<file path="src/rtl/vram_arbiter.sv">
// Arbitrates one synchronous single-port memory (1-cycle read latency) between the
// CPU bus and the video fetcher. Video has fixed priority; a starvation counter
// forces a CPU grant after STARVE_LIMIT consecutive video grants while the CPU waits.
// One access is in flight at a time: IDLE (grant) -> ISSUE -> RESP -> IDLE.
module vram_arbiter #(
  parameter int unsigned ADDR_W       = 24,
  parameter int unsigned DATA_W       = 8,
  parameter int unsigned STARVE_LIMIT = 4
) (
  input  logic              clk_i,
  input  logic              reset_i,
  // CPU requester
  input  logic              cpu_req_i,
  input  logic              cpu_we_i,
  input  logic [ADDR_W-1:0] cpu_addr_i,
  input  logic [DATA_W-1:0] cpu_wdata_i,
  output logic              cpu_ack_o,
  output logic [DATA_W-1:0] cpu_rdata_o,
  // Video requester (read only)
  input  logic              vid_req_i,
  input  logic [ADDR_W-1:0] vid_addr_i,
  output logic              vid_ack_o,
  output logic [DATA_W-1:0] vid_rdata_o,
  // Memory port
  output logic [ADDR_W-1:0] mem_addr_o,
  output logic              mem_we_o,
  output logic [DATA_W-1:0] mem_wdata_o,
  input  logic [DATA_W-1:0] mem_rdata_i
);

  localparam int unsigned CntW = $clog2(STARVE_LIMIT + 1);

  typedef enum logic [1:0] {StIdle, StIssue, StResp} state_e;

  state_e              state_q, state_d;
  logic                owner_cpu_q, owner_cpu_d;
  logic                op_we_q, op_we_d;
  logic [CntW-1:0]     starve_q, starve_d;
  logic [ADDR_W-1:0]   mem_addr_q, mem_addr_d;
  logic                mem_we_q, mem_we_d;
  logic [DATA_W-1:0]   mem_wdata_q, mem_wdata_d;
  logic                cpu_ack_q, cpu_ack_d;
  logic                vid_ack_q, vid_ack_d;
  logic [DATA_W-1:0]   cpu_rdata_q, cpu_rdata_d;
  logic [DATA_W-1:0]   vid_rdata_q, vid_rdata_d;

  logic cpu_elig, vid_elig, starve_full;
  logic grant_cpu, grant_vid;

  // A request seen in the same cycle as its own ack is the stale tail of the
  // completed access, not a new one.
  assign cpu_elig    = cpu_req_i & ~cpu_ack_q;
  assign vid_elig    = vid_req_i & ~vid_ack_q;
  assign starve_full = (starve_q == CntW'(STARVE_LIMIT));

  // Next-state: grant decision, access sequencing and response capture
  always_comb begin
    state_d     = state_q;
    owner_cpu_d = owner_cpu_q;
    op_we_d     = op_we_q;
    starve_d    = starve_q;
    mem_addr_d  = mem_addr_q;
    mem_we_d    = mem_we_q;
    mem_wdata_d = mem_wdata_q;
    cpu_ack_d   = 1'b0;
    vid_ack_d   = 1'b0;
    cpu_rdata_d = cpu_rdata_q;
    vid_rdata_d = vid_rdata_q;
    grant_cpu   = 1'b0;
    grant_vid   = 1'b0;

    unique case (state_q)
      StIdle: begin
        grant_cpu = cpu_elig & (~vid_elig | starve_full);
        grant_vid = vid_elig & ~grant_cpu;

        if (!cpu_req_i || grant_cpu) begin
          starve_d = '0;
        end else if (grant_vid && !starve_full) begin
          starve_d = starve_q + CntW'(1);
        end

        if (grant_cpu) begin
          owner_cpu_d = 1'b1;
          op_we_d     = cpu_we_i;
          mem_addr_d  = cpu_addr_i;
          mem_we_d    = cpu_we_i;
          mem_wdata_d = cpu_wdata_i;
          state_d     = StIssue;
        end else if (grant_vid) begin
          owner_cpu_d = 1'b0;
          op_we_d     = 1'b0;
          mem_addr_d  = vid_addr_i;
          mem_we_d    = 1'b0;
          mem_wdata_d = '0;
          state_d     = StIssue;
        end
      end

      StIssue: begin
        // Memory samples this cycle; keep write strobe to a single cycle
        mem_we_d = 1'b0;
        state_d  = StResp;
      end

      StResp: begin
        if (owner_cpu_q) begin
          cpu_ack_d = 1'b1;
          if (!op_we_q) begin
            cpu_rdata_d = mem_rdata_i;
          end
        end else begin
          vid_ack_d   = 1'b1;
          vid_rdata_d = mem_rdata_i;
        end
        state_d = StIdle;
      end

      default: begin
        state_d = StIdle;
      end
    endcase
  end

  // State and output registers with synchronous reset
  always_ff @(posedge clk_i) begin
    if (reset_i) begin
      state_q     <= StIdle;
      owner_cpu_q <= 1'b0;
      op_we_q     <= 1'b0;
      starve_q    <= '0;
      mem_addr_q  <= '0;
      mem_we_q    <= 1'b0;
      mem_wdata_q <= '0;
      cpu_ack_q   <= 1'b0;
      vid_ack_q   <= 1'b0;
      cpu_rdata_q <= '0;
      vid_rdata_q <= '0;
    end else begin
      state_q     <= state_d;
      owner_cpu_q <= owner_cpu_d;
      op_we_q     <= op_we_d;
      starve_q    <= starve_d;
      mem_addr_q  <= mem_addr_d;
      mem_we_q    <= mem_we_d;
      mem_wdata_q <= mem_wdata_d;
      cpu_ack_q   <= cpu_ack_d;
      vid_ack_q   <= vid_ack_d;
      cpu_rdata_q <= cpu_rdata_d;
      vid_rdata_q <= vid_rdata_d;
    end
  end

  assign cpu_ack_o   = cpu_ack_q;
  assign vid_ack_o   = vid_ack_q;
  assign cpu_rdata_o = cpu_rdata_q;
  assign vid_rdata_o = vid_rdata_q;
  assign mem_addr_o  = mem_addr_q;
  assign mem_we_o    = mem_we_q;
  assign mem_wdata_o = mem_wdata_q;

endmodule

</file>
<file path="config.mk">
export PLATFORM = sky130hd
export DESIGN_NAME = vram_arbiter
export DESIGN_NICKNAME = d
export VERILOG_FILES = /design/src/rtl/vram_arbiter.sv
export SDC_FILE = /design/constraint.sdc
export NUM_CORES = 1
export LEC_CHECK = 0
export CAP_MARGIN = 5
export CORE_MARGIN = 2
export CORE_UTILIZATION = 37
export CTS_CLUSTER_SIZE = 14
export DETAILED_ROUTE_END_ITERATION = 8
export PLACE_DENSITY = 0.77
export SYNTH_ARGS = -nofsm -noshare
export SYNTH_HDL_FRONTEND = slang
export SYNTH_SLANG_ARGS = --single-unit
</file>
<file path="constraint.sdc">
create_clock -name clk_i -period 1.45 [get_ports clk_i]
set_input_delay 0.145 -clock clk_i [delete_from_list [all_inputs] [get_ports clk_i]]
set_output_delay 0.145 -clock clk_i [all_outputs]
set_load 0.01 [all_outputs]
</file>
==> metrics.md, run 1 <==
| Metric | Value |
|---|---|
| Multi-input logic area | `0.00128 mm²` |
| Synth Instances | `257` |
| Final setup vio count | `16` |
| Final ANT Viol Nets | `0` |
| Top_reg_cell synth | `dfxtp_1` |
| Area leader, netlist | `dfxtp_1` |
| Wire length per cell | `14.6 µm` |
| Worst clock skew | `7.82 ps` |
| Die area | `0.00751 mm²` |
| Clock Sinks | `58` |
| WP data required | `1680 ps` |
| Most common cell in the netlist | `dfxtp_1` |
| CP Max Fanout | `12` |
| Total grt overflow | `0` |
| Syn nets | `328` |
| Core Area | `0.00672 mm²` |
| Worst slack at placement | `-261 ps` |
| Internal | `3.18 mW` |
| IO Port Bufs | `119` |
| Initial DRC count | `72` |
| Synth async-reset ratio | `0%` |
| Vias in the first global route | `2,404` |
| Largest stage delay on the critical path | `320 ps` |
| Power share of the clock group | `35.0%` |
| Library cells used by synthesis | `32` |
| H-tree depth | `3` |
| Placed instance area | `0.00397 mm²` |
| Placer Congestion | `0.873` |
| CP Capture Type | `register` |
| CP top delay family | `compound AO/OA/AOI/OAI gates` |
| Initial antenna violation count | `0` |
| Headroom to the max-slew limit | `82.3%` |
| Cells taking the most area after synthesis | `dfxtp_1 46%, a311oi_2 14%, nand2_1 7.7%, nor2_1 6.8%, mux2i_1 6.3%` |
| Synthesized area | `0.00253 mm²` |
| Starting density of the core | `37.6%` |
| Clock transition at path regs | `70 ps` |
| DIE WIDTH | `86.7 µm` |
| RSZ-0062 raised after global routing | `yes` |
| Max-cap violation count | `0` |
| Cell Rows | `30` |
| Reg area | `0.00116 mm²` |
| Hold Crit Class | `in2reg` |
| Global-route wire length before repair | `11,300 µm` |
| Post-synth EDFFs | `0` |
| FMAX | `681 MHz` |
| Worst-margin pin slew | `266 ps` |
| P&R area growth vs syn | `68.3%` |
| Switching pwr | `1.13 mW` |
| Worst path buffer plus inverter count | `2` |
| Sequential area share after synthesis | `45.9%` |
| Worst Path Arrival | `1700 ps` |
| Pwr/cell area | `1010 mW/mm²` |
| Status | `complete, but fails checks` |
| Synth cell count leaders | `58 x dfxtp_1, 52 x nand2_1, 46 x nor2_1` |
| Via-per-instance ratio | `5.05` |
| CTS root buffer | `clkbuf_8` |
| Yosys warning count | `0` |
| Vias | `2,448` |
| Syn Area/Cell | `9.84 µm²` |
| Clock Latency Late Sink | `320 ps` |
| Seq cells post-synth | `58` |
| Clk buf depth | `2` |
| Critical path class | `reg2reg` |
| Total Nets Final | `471` |
| Gr usage total | `19.0%` |
| Die H | `86.7 µm` |
| Slowest stage cell, crit path | `dfxtp_2` |
| Crit path setup slack, layout | `-19.4 ps` |
| Final Power | `4.31 mW` |
| Lkg Pwr | `1.61 nW` |
| CTS tree | `done` |
| Setup TNS | `-167 ps` |
| Pre-antenna DRT Iters | `4` |
| Crit-path cells | `inv_2 -> ha_4 -> nand2_4 -> a21oi_4 -> buf_8 -> nand2_1 -> a311oi_2` |
| Finished Cell Area | `0.00426 mm²` |
| Combinational power share | `24.0%` |
| Cts hold-fix bufs | `0` |
| Final-report hold violation count | `0` |
| Yosys top cell area share | `45.9%` |
| Antenna cells | `0` |
| DRC | `0` |
| Post-Route WL | `7080 µm` |
| Sequential share of power | `41.0%` |
| Final worst-path cycle share | `101%` |
| Dpl hpwl | `4760 µm` |
| Layout cells sized above 1 | `22.7%` |
| Peak supply drop | `0.725 mV` |
| Ports | `120` |
| Number of buffers created by CTS | `9` |
| Failing checks | `setup timing` |
| Filler cell count | `565` |
| Crit path time final | `1470 ps` |
| Largest net degree at the start of global routing | `48` |
| Setup crit start kind | `register` |
| Switching Share | `26.3%` |
| Final Max Tran Viols | `0` |
sequential cells by signal (all words and copies together) (netlist names):
| name | cells |
|---|---|
| owner_cpu_q | 1 |
| cpu_ack_o | 1 |
| cpu_rdata_o | 8 |
| mem_we_o | 1 |
| state_q | 2 |
| vid_rdata_o | 8 |
| mem_addr_o | 24 |
| mem_wdata_o | 8 |
| op_we_q | 1 |
| starve_q | 3 |
| vid_ack_o | 1 |
layer usage:
layer,wire length (µm),global-route usage [%]
met1,3100,22.2
met2,3470,33.1
met3,434,4.95
met4,74,7.53
met5,0,0
power by group through the flow:
stage                     Clock [mW]  Combinational, mW  Sequential (mW)
after CTS                       1.55               1.04             1.77
final                           1.51               1.04             1.77
after global routing            1.63               1.11             1.78
after global placement             0              0.988             1.79
after floorplan                    0              0.438             1.84
after detailed placement           0               1.01             1.80
kinds of logic (layout without fill, tap and decap cells):
family	count (synthesis)	in the layout	share of synthesized area, %
and+or+nand+nor	116	116	20.0
DFF	58	58	45.9
AOI/OAI and AO/OA	45	45	21.4
buffers and inverters	20	168	5.34
muxes	16	16	6.33
adders and majority gates	2	2	0.989
layout make-up:
type | count | share of cell area, %
Multi-Input combinational cell | 179 | 30.1
Sequential cell | 58 | 27.3
Inverter | 2 | 0.176
Clock buffer | 11 | 3.56
Tap cell | 80 | 2.35
Timing Repair Buffer | 150 | 35.2
Clock inverter | 5 | 1.23
through the flow:
step           utilization, %  cells  hold WS [ps]
2_1_floorplan               -    257           271
3_3_place_gp             59.0    464           457
3_5_place_dp             59.0    464           459
4_1_cts                  63.3    484           140
5_1_grt                  63.3    485           171
6_report                 63.3    485           177
placed cells by master, fill, tap and decap left out, drive strengths merged, types with 2 or more instances in the layout:
cell	netlist	routed
a21oi	3	3
a22o	9	9
nor2b	2	2
nand2b	2	2
inv	2	2
nand4	4	4
ha	2	2
a311oi	24	24
clkdlybuf4s50	0	117
nor3b	2	2
buf	13	32
clkbuf	5	11
mux2i	16	16
a21o	2	2
nor2	48	48
dfxtp	58	58
a31oi	3	3
clkinv	0	3
nand2	52	52
what timing repair did:
action / in CTS / in global routing
setup buffers: 3 / 3
pin swaps: 5 / 9
setup endpoints to repair: 35 / 26
resized for setup: 11 / 9
gates cloned: 1 / 0
path summary, 6_finish.rpt:
| path | slack (ps) | end | startpoint | depth (start not counted) |
|---|---|---|---|---|
| setup / recovery | -20 | mem_addr_o[1]$_SDFFE_PP0P_ | starve_q[0]$_SDFFE_PP0P_ | 7 |
| hold / removal | 180 | starve_q[2]$_SDFFE_PP0P_ | reset_i | 2 |
| setup reg to reg | -20 | mem_addr_o[1]$_SDFFE_PP0P_ | starve_q[0]$_SDFFE_PP0P_ | 7 |
| hold reg to reg | 480 | mem_wdata_o[1]$_SDFFE_PP0P_ | mem_wdata_o[1]$_SDFFE_PP0P_ | 1 |
Note: power is estimated with default switching activity, not from simulation.
==> inputs of run 2 (changes only) <==
--- a/config.mk
+++ b/config.mk
@@ -14,3 +14,4 @@
 export SYNTH_ARGS = -nofsm -noshare
 export SYNTH_HDL_FRONTEND = slang
 export SYNTH_SLANG_ARGS = --single-unit
+export TNS_END_PERCENT = 5
==> run 2 against run 1 <==
The flow still finishes with violations (setup timing). Sequential share of layout area up 0.11 points. Final area shrank 0.41%. Critical endpoint unchanged. Wire length fell by 0.27%. Highest routed layer unchanged. Setup slack better by 2.9 ps.
==> metrics.md, run 2 (synthesis results as in run 1) <==
| Metric | Value |
|---|---|
| Starting density of the core | `37.6%` |
| Hold Crit Class | `in2reg` |
| Clock transition at path regs | `70 ps` |
| CTS root buffer | `clkbuf_8` |
| Largest net degree at the start of global routing | `48` |
| Most common cell after layout, fill and taps aside | `clkdlybuf4s50_1` |
| CTS tree | `done` |
| WP data required | `1680 ps` |
| Crit path setup slack, layout | `-16.5 ps` |
| Die H | `86.7 µm` |
| P&R area growth vs syn | `67.6%` |
| Total Nets Final | `469` |
| DRC | `0` |
| H-tree depth | `3` |
| Slowest stage cell, crit path | `dfxtp_2` |
| Setup crit start kind | `register` |
| Vias | `2,430` |
| CP Capture Type | `register` |
| Final ANT Viol Nets | `0` |
| Cell Rows | `30` |
| Initial antenna violation count | `0` |
| Pre-antenna DRT Iters | `4` |
| Commonest cells after routing, fill and taps aside | `117 x clkdlybuf4s50_1, 57 x dfxtp_1, 49 x nand2_1` |
| Crit-path cells | `inv_2 -> ha_4 -> nand2_4 -> a21oi_4 -> buf_8 -> nand2_1 -> a311oi_2` |
| Initial DRC count | `78` |
| Dpl hpwl | `4760 µm` |
| Placer Congestion | `0.873` |
| Core Area | `0.00672 mm²` |
| Hold depth | `2` |
| IO Port Bufs | `119` |
| Worst Path Arrival | `1690 ps` |
| Headroom to the max-slew limit | `82.4%` |
| Non-filler cells, final | `483` |
| Worst Hold Slack | `178 ps` |
| Failing checks | `setup timing` |
| Gr usage total | `19.0%` |
| Largest stage delay on the critical path | `330 ps` |
| Post-Route WL | `7060 µm` |
| Critical path class | `reg2reg` |
| Total grt overflow | `0` |
| RSZ-0062 raised after global routing | `yes` |
| Final setup vio count | `10` |
| Peak supply drop | `0.725 mV` |
| Crit path time final | `1470 ps` |
| CP Max Fanout | `12` |
| Wire length per cell | `14.6 µm` |
| Pwr/cell area | `1020 mW/mm²` |
| Final Max Tran Viols | `0` |
| Vias in the first global route | `2,404` |
| Dpl cells | `464` |
| Via-per-instance ratio | `5.03` |
| Antenna cells | `0` |
| Layout cells sized above 1 | `22.1%` |
| Worst clock skew | `8.08 ps` |
| Worst path buffer plus inverter count | `2` |
| Clk buf depth | `2` |
| Ports | `120` |
| Clock Sinks | `58` |
| Final worst-path cycle share | `101%` |
| Status | `complete, but fails checks` |
| CP top delay family | `compound AO/OA/AOI/OAI gates` |
| Final-report hold violation count | `0` |
| Number of flip-flops under the largest register name | `24` |
| FMAX | `682 MHz` |
| Lkg Pwr | `1.60 nW` |
| Die area | `0.00751 mm²` |
| Stages on worst setup path | `7` |
| Max-cap violation count | `0` |
| Clock Latency Late Sink | `320 ps` |
| DIE WIDTH | `86.7 µm` |
| Reg2Reg Depth | `7` |
| Worst-margin pin slew | `264 ps` |
| Number of buffers created by CTS | `9` |
| Global-route wire length before repair | `11,300 µm` |
==> run 2: cell types whose count changed in the layout (fill, tap and decap cells not counted) <==
cell	delta
buf_4	-2
nor2_1	+1
nor2_2	-1
==> run 2: worst reg2reg max path, cell delays in order, from the launching register on <==
cell and delay (ps):
dfxtp_2 330, inv_2 70, ha_4 160, nand2_4 70
a21oi_4 240, buf_8 180, nand2_1 90, a311oi_2 250
==> run 2: path summary, 6_finish.rpt <==
check,startpoint,endpoint,slack (ps)
max,starve_q[0]$_SDFFE_PP0P_,mem_addr_o[1]$_SDFFE_PP0P_,-20
max reg2reg,starve_q[0]$_SDFFE_PP0P_,mem_addr_o[1]$_SDFFE_PP0P_,-20
min reg2reg,mem_wdata_o[1]$_SDFFE_PP0P_,mem_wdata_o[1]$_SDFFE_PP0P_,480
min,reset_i,starve_q[2]$_SDFFE_PP0P_,180
==> run 2: area by class of cell <==
class | count | area, µm²
clock buffers | 11 | 151
well taps | 80 | 100
fillers | 567 | 2480
repair buffers | 148 | 1480
clock inverters | 5 | 52.6
flip-flops and latches | 58 | 1160
inverters | 2 | 7.51
multi-input cells | 179 | 1280
==> run 2: layer usage <==
layer	up-vias	global-route usage, %	share of wire (%)
met5	-	0	0
met4	0	7.53	1.0
met3	8	4.95	6.0
met2	88	33.1	48
met1	1153	22.2	45
li1	1181	-	-
==> run 2: where the power goes <==
group / switching (mW) / internal (mW) / total, mW
Combinational: 0.439 / 0.593 / 1.03
Sequential: 0.0604 / 1.71 / 1.77
Clock: 0.630 / 0.878 / 1.51
==> run 2: timing repair <==
action                     4_1_cts  5_1_grt
cloned                           1        0
resized for setup               11        8
pin swaps                        5       12
hold buffers                     0        0
setup endpoints to repair       35       26
setup buffers                    3        1
==> run 2: metrics by stage <==
stage / setup TNS, ps / total power, mW / setup WS (ps) / util [%] / instance area, µm²
after CTS: 0 / 4.36 / 6.96 / 63.3 / 4250
after global routing: -1260 / 4.52 / -76.9 / 63.1 / 4240
after detailed placement: -6990 / 2.80 / -261 / 59.0 / 3970
final: -86.8 / 4.31 / -16.5 / 63.1 / 4240
after floorplan: 0 / 2.28 / 3.88 / - / 2540
after global placement: -5570 / 2.78 / -181 / 59.0 / 3970
==> inputs of run 3 (changes only) <==
--- a/config.mk
+++ b/config.mk
@@ -6,6 +6,7 @@
 export NUM_CORES = 1
 export LEC_CHECK = 0
 export CAP_MARGIN = 5
+export CORE_ASPECT_RATIO = 1.5
 export CORE_MARGIN = 2
 export CORE_UTILIZATION = 37
 export CTS_CLUSTER_SIZE = 14
==> run 3 against run 2 <==
Setup slack worse by 15 ps. Critical path type unchanged. The flow still finishes with violations (setup timing). Global-route usage rose by 0.61 points. Worst hold slack better by 130 ps. Non-clock buffer count is 5 higher. Clock power down 9%.
==> metrics.md, run 3 (synthesis results as in run 1) <==
| Metric | Value |
|---|---|
| Largest net degree at the start of global routing | `48` |
| Lkg Pwr | `1.65 nW` |
| Final setup vio count | `23` |
| Final Core Density | `66.0%` |
| Ports | `120` |
| Worst-margin pin slew | `435 ps` |
| Headroom to the max-slew limit | `71.0%` |
| Vias in the first global route | `2,479` |
| R2r setup slk | `-30 ps` |
| FF-to-FF Start | `starve_q[0]$_SDFFE_PP0P_` |
| Clock Latency Late Sink | `320 ps` |
| Reg2Reg Depth | `8` |
| Crit path time final | `1480 ps` |
| Worst R2R End | `mem_wdata_o[2]$_SDFFE_PP0P_` |
| RSZ-0062 raised after global routing | `yes` |
| Hold EP | `cpu_ack_o$_SDFF_PP0_` |
| DRC | `0` |
| DIE WIDTH | `71.5 µm` |
| Die area | `0.00753 mm²` |
| Final Max Tran Viols | `0` |
| Peak supply drop | `0.596 mV` |
| Failing checks | `setup timing` |
| Pwr/cell area | `973 mW/mm²` |
| Clk buf depth | `2` |
| Setup crit start kind | `register` |
| Antenna cells | `0` |
| Dpl cells | `457` |
| Number of buffers created by CTS | `9` |
| FMAX | `675 MHz` |
| Final ANT Viol Nets | `0` |
| Clock Sinks | `58` |
| Filler cell count | `531` |
| Final worst-path cycle share | `102%` |
| Hold depth | `3` |
| Cell Rows | `36` |
| Layout cells sized above 1 | `27.3%` |
| Crit path setup slack, layout | `-31.7 ps` |
| Cts hold-fix bufs | `0` |
| Global-route wire length before repair | `11,800 µm` |
| P&R area growth vs syn | `71.7%` |
| Worst slack at placement | `-372 ps` |
| Starting density of the core | `38.5%` |
| Worst Path Arrival | `1750 ps` |
| Clock transition at path regs | `60 ps` |
| WP data required | `1710 ps` |
| CTS root buffer | `clkbuf_8` |
| Total grt overflow | `0` |
| Most common cell after layout, fill and taps aside | `clkdlybuf4s50_1` |
| CP Max Fanout | `10` |
| Post-Route WL | `7290 µm` |
| Worst clock skew | `4.98 ps` |
| CTS tree | `done` |
| HP Start | `reset_i` |
| Gr usage total | `19.6%` |
| Vias | `2,467` |
| Final-report hold violation count | `0` |
| Initial antenna violation count | `0` |
| Die H | `105 µm` |
| Non-filler cells, final | `483` |
| Status | `complete, but fails checks` |
| Via-per-instance ratio | `5.11` |
| Hold Crit Class | `in2reg` |
| Commonest cells after routing, fill and taps aside | `116 x clkdlybuf4s50_1, 55 x dfxtp_1, 40 x nand2_1` |
| CP Capture Type | `register` |
| Initial DRC count | `85` |
| Core Area | `0.00658 mm²` |
| Placer Congestion | `0.804` |
| Critical path class | `reg2reg` |
| Setup TNS | `-414 ps` |
| IO Port Bufs | `119` |
| Pre-antenna DRT Iters | `4` |
| Number of flip-flops under the largest register name | `24` |
| H-tree depth | `3` |
| Total Nets Final | `474` |
| Dpl hpwl | `4850 µm` |
| Max-cap violation count | `0` |
| Wire length per cell | `15.1 µm` |
[run 3: changes by cell type in the layout (fill, tap and decap cells not counted), sizes merged]
cell / change
buf: +5
bufinv: -1
clkbuf: +2
clkdlybuf4s50: -1
clkinv: -1
clkinvlp: -1
dlygate4sd2: +1
[run 3: cell type report]
type                       instances  area (µm²)  area share, %
tap                               76        95.1           2.19
clock buffer                      13         179           4.12
inverter                           2        7.51          0.173
timing repair buffer             153        1570           36.2
sequential                        58        1160           26.8
clock inverter                     2        10.0          0.230
multi-input combinational        179        1310           30.3
[run 3: timing repair]
| action | in CTS | in global routing |
|---|---|---|
| gates resized for setup | 20 | 19 |
| endpoints found under the setup margin | 35 | 34 |
| pin swaps | 11 | 31 |
| gates cloned | 4 | 0 |
| buffers inserted | 7 | 3 |
[run 3: how the worst max path moves through the flow]
stage | start | to | depth (start not counted)
floorplan | starve_q[0]$_SDFFE_PP0P_ | mem_addr_o[10]$_SDFFE_PP0P_ | 8
global placement | cpu_req_i | mem_addr_o[17]$_SDFFE_PP0P_ | 6
detailed placement | cpu_req_i | mem_addr_o[0]$_SDFFE_PP0P_ | 6
CTS | vid_ack_o$_SDFF_PP0_ | mem_wdata_o[2]$_SDFFE_PP0P_ | 6
global route | starve_q[1]$_SDFFE_PP0P_ | starve_q[2]$_SDFFE_PP0P_ | 7
finish | starve_q[0]$_SDFFE_PP0P_ | mem_wdata_o[2]$_SDFFE_PP0P_ | 8
[run 3: power by group]
group	total (mW)	switching, mW	internal, mW
combinational	1.08	0.454	0.623
clock	1.38	0.587	0.792
sequential	1.77	0.0637	1.71
[run 3: metal layers]
layer,vias up,global-route usage [%],wire length [µm]
li1,1188,-,-
met1,1188,21.7,2760
met2,79,35.5,4040
met3,12,5.54,393
met4,0,5.93,94
met5,-,0,0
[run 3: critical path: stages, from the launching register on]
cell and delay, ps:
dfxtp_2 320, inv_2 70, ha_4 150, nand2_4 60, buf_4 140, a21o_4 230
nor3_4 160, buf_12 150, a22o_1 130
[run 3: stage by stage]
stage / instance area [µm²] / hold slack, ps / power, mW
after floorplan: 2540 / 271 / 2.28
after global placement: 3930 / 457 / 2.77
after detailed placement: 3930 / 456 / 2.79
after CTS: 4330 / 288 / 4.28
after global routing: 4340 / 296 / 4.43
final: 4340 / 303 / 4.23
